$ cat config.mk
export PLATFORM = sky130hd
export DESIGN_NAME = i2s_tx
export DESIGN_NICKNAME = d
export VERILOG_FILES = /design/src/rtl/i2s_pkg.sv /design/src/rtl/i2s_tx_hold.sv /design/src/rtl/i2s_tx.sv
export SDC_FILE = /design/constraint.sdc
export NUM_CORES = 1
export LEC_CHECK = 0
export BUFFER_PORTS_ARGS = -buffer_cell sky130_fd_sc_hd__buf_2
export CAP_MARGIN = 20
export CORE_MARGIN = 4
export CORE_UTILIZATION = 64
export DETAILED_ROUTE_END_ITERATION = 16
export HOLD_SLACK_MARGIN = 0.08
export PLACE_DENSITY = 0.85
export SLEW_MARGIN = 20
export SYNTH_ARGS = -nofsm -noshare
export SYNTH_HDL_FRONTEND = slang
export SYNTH_SLANG_ARGS = --single-unit
$ cat constraint.sdc
create_clock -name clk -period 6.6 [get_ports clk]
set_clock_uncertainty 0.05 [all_clocks]
set_input_delay 0.66 -clock clk [delete_from_list [all_inputs] [get_ports clk]]
set_output_delay 0.66 -clock clk [all_outputs]
set_load 0.01 [all_outputs]
$ cat src/rtl/i2s_pkg.sv
// Shared I2S definitions: default widths and the sample-pair type used by
// the serializer and the sclk/lrck clock generator.
package i2s_pkg;

    localparam int I2S_DATA_WIDTH = 24;
    localparam int I2S_SLOT_WIDTH = 32;

    // One stereo sample pair; sized by I2S_DATA_WIDTH, so DATA_WIDTH of the
    // users must stay equal to it.
    typedef struct packed {
        logic [I2S_DATA_WIDTH-1:0] left;
        logic [I2S_DATA_WIDTH-1:0] right;
    } i2s_pair_t;

    // Bits per stereo frame (two slots).
    function automatic int i2s_frame_bits(input int slot_width);
        return 2 * slot_width;
    endfunction

endpackage

$ cat src/rtl/i2s_tx_hold.sv
// Single-entry holding register for the I2S transmitter. Accepts one sample
// pair when empty; the frame loader empties it. An accept and a load in the
// same clk leave the new pair held (the load has already seen "empty").
module i2s_tx_hold
    import i2s_pkg::*;
#(
    parameter int DATA_WIDTH = I2S_DATA_WIDTH
) (
    input  logic                  clk,
    input  logic                  reset_n,
    input  logic                  s_valid,
    output logic                  s_ready,
    input  logic [DATA_WIDTH-1:0] s_left,
    input  logic [DATA_WIDTH-1:0] s_right,
    input  logic                  load,
    output logic                  hold_full,
    output i2s_pair_t             pair
);

    logic accept;

    assign s_ready = !hold_full;
    assign accept  = s_valid && !hold_full;

    // Capture on accept; a frame load empties the register unless a new pair
    // lands in the same clk.
    always_ff @(posedge clk or negedge reset_n) begin
        if (!reset_n) begin
            hold_full <= 1'b0;
            pair      <= '0;
        end else if (accept) begin
            hold_full <= 1'b1;
            pair      <= '{left: s_left, right: s_right};
        end else if (load) begin
            hold_full <= 1'b0;
        end
    end

endmodule

$ cat src/rtl/i2s_tx.sv
// I2S serializer. Advances one bit per sclk falling-edge tick, loads a new
// frame when bit_cnt goes 0->1 and emits data with the I2S one-bit delay.
// Optional feature: define I2S_TX_UNDERRUN_CNT_EN to add a saturating 16-bit
// underrun_cnt output.
module i2s_tx
    import i2s_pkg::*;
#(
    parameter int DATA_WIDTH = I2S_DATA_WIDTH,
    parameter int SLOT_WIDTH = I2S_SLOT_WIDTH
) (
    input  logic                  clk,
    input  logic                  reset_n,
    input  logic                  en,
    input  logic                  sclk_fall_tick,
    input  logic                  s_valid,
    output logic                  s_ready,
    input  logic [DATA_WIDTH-1:0] s_left,
    input  logic [DATA_WIDTH-1:0] s_right,
    output logic                  tx_lrck,
    output logic                  tx_sdata,
`ifdef I2S_TX_UNDERRUN_CNT_EN
    output logic [15:0]           underrun_cnt,
`endif
    output logic                  underrun
);

    localparam int FW = i2s_frame_bits(SLOT_WIDTH);
    localparam int CW = $clog2(FW);

    logic [CW-1:0] bit_cnt, cnt_nxt, sel;
    logic [FW-1:0] frame, frame_nxt, load_val;
    logic          tick, load, hold_full;
    i2s_pair_t     hold_pair;

    i2s_tx_hold #(.DATA_WIDTH(DATA_WIDTH)) u_hold (
        .clk       (clk),
        .reset_n   (reset_n),
        .s_valid   (s_valid),
        .s_ready   (s_ready),
        .s_left    (s_left),
        .s_right   (s_right),
        .load      (load),
        .hold_full (hold_full),
        .pair      (hold_pair)
    );

    assign tick    = en && sclk_fall_tick;
    assign load    = tick && (bit_cnt == '0);
    assign cnt_nxt = (bit_cnt == CW'(FW - 1)) ? '0 : bit_cnt + CW'(1);

    // Bit shown at count k is frame[FW-1-((k-1) mod FW)]; k=0 shows bit 0.
    assign sel       = (cnt_nxt == '0) ? '0 : CW'(FW) - cnt_nxt;
    assign frame_nxt = load ? load_val : frame;

    // Build the MSB-justified frame from the holding register, or silence.
    always_comb begin
        load_val = '0;
        if (hold_full) begin
            load_val[FW-1 -: DATA_WIDTH]         = hold_pair.left;
            load_val[SLOT_WIDTH-1 -: DATA_WIDTH] = hold_pair.right;
        end
    end

    // Bit counter, frame and registered outputs; disable parks everything at 0.
    always_ff @(posedge clk or negedge reset_n) begin
        if (!reset_n) begin
            bit_cnt  <= '0;
            frame    <= '0;
            tx_lrck  <= 1'b0;
            tx_sdata <= 1'b0;
            underrun <= 1'b0;
        end else if (!en) begin
            bit_cnt  <= '0;
            frame    <= '0;
            tx_lrck  <= 1'b0;
            tx_sdata <= 1'b0;
            underrun <= 1'b0;
        end else begin
            underrun <= load && !hold_full;
            if (tick) begin
                bit_cnt  <= cnt_nxt;
                frame    <= frame_nxt;
                tx_lrck  <= (cnt_nxt >= CW'(SLOT_WIDTH));
                tx_sdata <= frame_nxt[sel];
            end
        end
    end

`ifdef I2S_TX_UNDERRUN_CNT_EN
    // Saturating count of underrun pulses; cleared only by reset.
    always_ff @(posedge clk or negedge reset_n) begin
        if (!reset_n) begin
            underrun_cnt <= '0;
        end else if (underrun && (underrun_cnt != 16'hFFFF)) begin
            underrun_cnt <= underrun_cnt + 16'd1;
        end
    end
`endif

endmodule

**After elaboration in Yosys (flattened, before gate mapping)**

Index checks and enable logic that the tools add are counted.
Widths: inputs -> output; s select.

- Bits in registers: 122
- Input bits: 53
- Word-level logic and storage cells: 40

- Add/sub/neg operators: 2
- $lt $le $gt $ge: 2
- Equal/unequal tests: 2
- Multiplexer cells: 18
- Reduce and logical (&&, ||, !) cells: 8

Operators by type and width:

| kind | number |
|---|---|
| $mux 64 | 3 |
| $mux 24 | 2 |
| $mux 6 | 4 |
| $logic_not 6->1 | 2 |
| $mux 1 | 8 |
| $lt 6x7->1 const B | 1 |
| $add 6x1->6 const B | 1 |
| $bmux 1 s6 | 1 |
| $eq 6x6->1 const B | 1 |
| $ge 6x6->1 const B | 1 |
| $sub 1x6->6 const A | 1 |
| $logic_and 1x1->1 | 4 |
| $ne 2x1->1 const B | 1 |
| $reduce_bool 2->1 | 1 |
| $logic_not 1->1 | 1 |

**Depth between registers and ports, before layout**

- Depth after elaboration: 8
- Gate-level depth with buffers: 14

**Modules after synthesis**

Synthesis repeated with hierarchy kept, for this count alone.

- Cell total of the unflattened synthesis: 550
- Area, all modules: 5838.1 sq um

Modules (own cells, without submodules):

| module | times used | cells each | area each (sq um) | seq. area each (sq um) |
|---|---|---|---|---|
| i2s_tx | 1 | 445 | 3963.8 | 1826.8 |
| i2s_tx_hold | 1 | 105 | 1874.3 | 1226.2 |

**Worst setup path after synthesis**

No wires, ideal clock.

- Path kind: reg2reg
- Start point: register bit_cnt[0]
- End point: register tx_sdata
- Data arrival time: 2536 ps
- Setup slack: 3890 ps
- Cell stages (with the launch flop): 13
- Path buffers: 2
- Clock period less this slack: 2710 ps
- Cells stage by stage: dfrtp_1 buf_2 inv_1 ha_1 clkbuf_1 nand4b_1 o22ai_1 or3_1 o211ai_1 or2_1 nor4_1 a2111oi_2 a211o_1

- Longest elaborated chain between the ends: 8

RTL lines:

| what | line | source |
|---|---|---|
| from (decl) | i2s_tx.sv:30 | `logic [CW-1:0] bit_cnt, cnt_nxt, sel;` |
| from (signal assigned) | i2s_tx.sv:81 | `bit_cnt <= cnt_nxt;` |
| $add 6x1->6 or $eq 6x6->1 (tied branches) | i2s_tx.sv:49 | `assign cnt_nxt = (bit_cnt == CW'(FW - 1)) ? '0 : bit_cnt + CW'(1);` |
| $mux 6 | i2s_tx.sv:49 |  |
| $sub 1x6->6 or $logic_not 6->1 (tied branches) | i2s_tx.sv:52 | `assign sel = (cnt_nxt == '0) ? '0 : CW'(FW) - cnt_nxt;` |
| $mux 6 | i2s_tx.sv:52 |  |
| $bmux 1 s6 (*) | i2s_tx.sv:84 | `tx_sdata <= frame_nxt[sel];` |
| $mux 1 (not written as such) (*) | i2s_tx.sv:84 |  |
| $mux 1 (*) | i2s_tx.sv:80 | `if (tick) begin` |
| $mux 1 (*) | i2s_tx.sv:72 | `end else if (!en) begin` |
| to (signal assigned) | i2s_tx.sv:84 |  |
| to (decl) | i2s_tx.sv:20 | `output logic tx_sdata,` |

Mark *: on every way between the ends. The rest lies on a longest branch, timed or not. The select of a mux whose other input is x is not followed.
A chain may end at the register's enable or synchronous reset.

**Worst setup path in the final report**

Same ends and word-level chain as after synthesis.

==> flow_summary.json <==
{
  "status": "complete, no violations",
  "post_cts_buffers": 0,
  "final_area_sq_mm": 0.00685,
  "fin_util": 0.745,
  "layout.nets": 671,
  "dpl_cell_area_sq_mm": 0.00626,
  "hold_viol_final": 0,
  "drc": 0,
  "fp.dieH_microns": 105,
  "post-dp-hpwl_mm": 8.91,
  "yosysWarnings": 0,
  "relSlewSlack": 0.352,
  "grt_first_pass_wirelength_mm": 24.7,
  "root_buffer": "clkbuf_8",
  "antenna_found_initial": 0,
  "crit_path_max_fanout": 17,
  "cp.required_ps": 6950,
  "track_usage": 0.281,
  "clkLatencyLatePin_ps": 520,
  "postSynthAreaPerCell_sq_um": 10.2,
  "hold_buffers": 0,
  "die_area_sq_mm": 0.0110,
  "firstDrtPassIters": 7,
  "p_leak_nw": 3.03,
  "start_kind": "flip-flop",
  "setup_viol": 0,
  "wl_mm": 14.9,
  "yosysUniqueCellTypes": 59,
  "cts_repair_resize_count": 0,
  "syn_nets": 641,
  "vias_per_cell": 6.73,
  "drive_gt1_frac": 0.251,
  "period_share": 0.521,
  "grt_pass1_vias": 4958,
  "synth_flop_cell": "dfrtp_1",
  "worst_ep_arrival_time_ps": 3800,
  "cts_tree": "built",
  "tightest_slew_ps": 973,
  "max_freq_mhz": 291,
  "rsz0062_at_grt": "false",
  "grt_max_degree": 81,
  "seq_area_frac_synth": 0.509,
  "hold_class": "input pin to async pin",
  "h-tree-depth": 4,
  "num_io_pins": 57,
  "start_util": 0.652,
  "syn_area_sq_mm": 0.00600,
  "vias": 4977,
  "ant_nets": 0,
  "cts_inserted_buffers": 17,
  "coreArea_sq_mm": 0.00920,
  "synth_edf_count": 0,
  "drtIter0Drc": 477,
  "report.power.total_mw": 2.58,
  "grt_overflow": 0,
  "irDropWorstVdd_uv": 282,
  "cap_violations": 0,
  "port_buffers": 56,
  "wl_per_cell_microns": 20.1,
  "clock-sinks": 122,
  "place.gp.congestion": 0.897,
  "cellPowerDensity_mw_per_mm2": 376,
  "clk_path_buf_depth": 2,
  "final_common_cell": "dfrtp_1",
  "min_period_ps": 3440,
  "layout_common_cells": "dfrtp_1 (121), a21oi_1 (55), buf_2 (55)",
  "fin_tns_setup_ps": 0,
  "syn_to_final_growth_pct": 14.3,
  "antenna_cells": 0,
  "die_x_microns": 105,
  "critPathKind": "flip-flop to flip-flop",
  "clk_pin_slew_worst_paths_ps": 60,
  "num_rows": 35,
  "synthCells": 586,
  "final_max_slew_viol_count": 0,
  "async_reset_ff_frac": 1.00,
  "ys_seq_elements": 122,
  "end_kind": "flip-flop"
}
==> routing by layer <==
layer | wire, microns | global-route usage
met1 | 5830 | 0.358
met2 | 7540 | 0.464
met3 | 1040 | 0.0741
met4 | 440 | 0.106
met5 | 0 | 0
==> kinds of logic after synthesis <==
family | after synthesis | synth area share
XOR/XNOR | 3 | 0.00438
adder cells (fa/ha/maj) | 2 | 0.00417
multiplexers | 55 | 0.108
AO/OA/AOI/OAI | 163 | 0.171
flip-flops | 122 | 0.509
AND/OR/NAND/NOR | 172 | 0.152
buffers and inverters | 69 | 0.0507
==> final timing paths <==
| path | from | end | slack (ps) | cells after the start |
|---|---|---|---|---|
| setup / recovery | bit_cnt[0]$_DFFE_PN0P_ | tx_sdata$_DFFE_PN0P_ | 3160 | 11 |
| hold / removal | reset_n | u_hold.pair[26]$_DFFE_PN0P_ | 70 | 1 |
| setup reg to reg | bit_cnt[0]$_DFFE_PN0P_ | tx_sdata$_DFFE_PN0P_ | 3160 | 11 |
| hold reg to reg | tx_lrck$_DFFE_PN0P_ | tx_lrck$_DFFE_PN0P_ | 420 | 1 |
| max in group asynchronous | reset_n | u_hold.hold_full$_DFFE_PN0P_ | 5000 | 2 |
| min in group clk | s_left[18] | u_hold.pair[42]$_DFFE_PN0P_ | 320 | 2 |
==> cell usage after synthesis, drive strengths merged (3+ instances only) <==
library cell	instances	area (sq um)
nor3b	3	22.5
inv	15	56.3
and3	23	144
mux2i	3	30.0
o21ai	36	180
nand4	13	81.3
a32oi	3	26.3
a22oi	5	37.5
o211ai	22	165
a211oi	9	67.6
nand3	36	185
dfrtp	122	3050
a21o	3	22.5
o22ai	5	31.3
mux2	49	552
clkbuf	27	101
o311ai	5	43.8
o21a	3	22.5
buf	26	143
nor4	3	18.8
a31o	4	35.0
or3	4	25.0
a21oi	56	284
nor2	22	98.9
and2	7	43.8
nor3	6	41.3
nand2	47	176
mux4	3	67.6
==> worst max-delay path: stages (launching register included) <==
cell and delay [ps]:
dfrtp_1 480, inv_1 100, ha_1 760, nand4b_1 200, o22ai_1 80, buf_4 240, or3_1 330, o211ai_1 270
or2_1 250, nor3b_1 210, nor4_1 70, a211o_1 300
==> state kept, by name (all words and copies together) (netlist names) <==
signal / flops
underrun: 1
u_hold.pair: 48
frame: 64
tx_lrck: 1
tx_sdata: 1
u_hold.hold_full: 1
bit_cnt: 6
==> stage by stage <==
step	worst slack [ps]	hold slack (ps)	instances
detailed placement	2840	418	708
finish	3160	72.8	740
CTS	3010	89.3	740
global placement	2960	412	707
floorplan	3890	314	586
global route	2880	109	740
==> layout make-up <==
cell class / instances / area (sq um)
sequential: 122 / 3050
multi-input combinational: 395 / 2660
fill: 601 / 2340
clock buffer: 18 / 428
timing repair buffer: 64 / 355
clock inverter: 14 / 161
tap: 111 / 139
inverter: 16 / 60.1
==> report_power, final <==
group          total (mW)  internal, mW  switching, mW
Clock               0.927         0.558          0.369
Sequential           1.07         0.931          0.140
Combinational       0.580         0.264          0.315
Total                2.58          1.75          0.825
No activity file was read; power rests on OpenSTA's default activity.
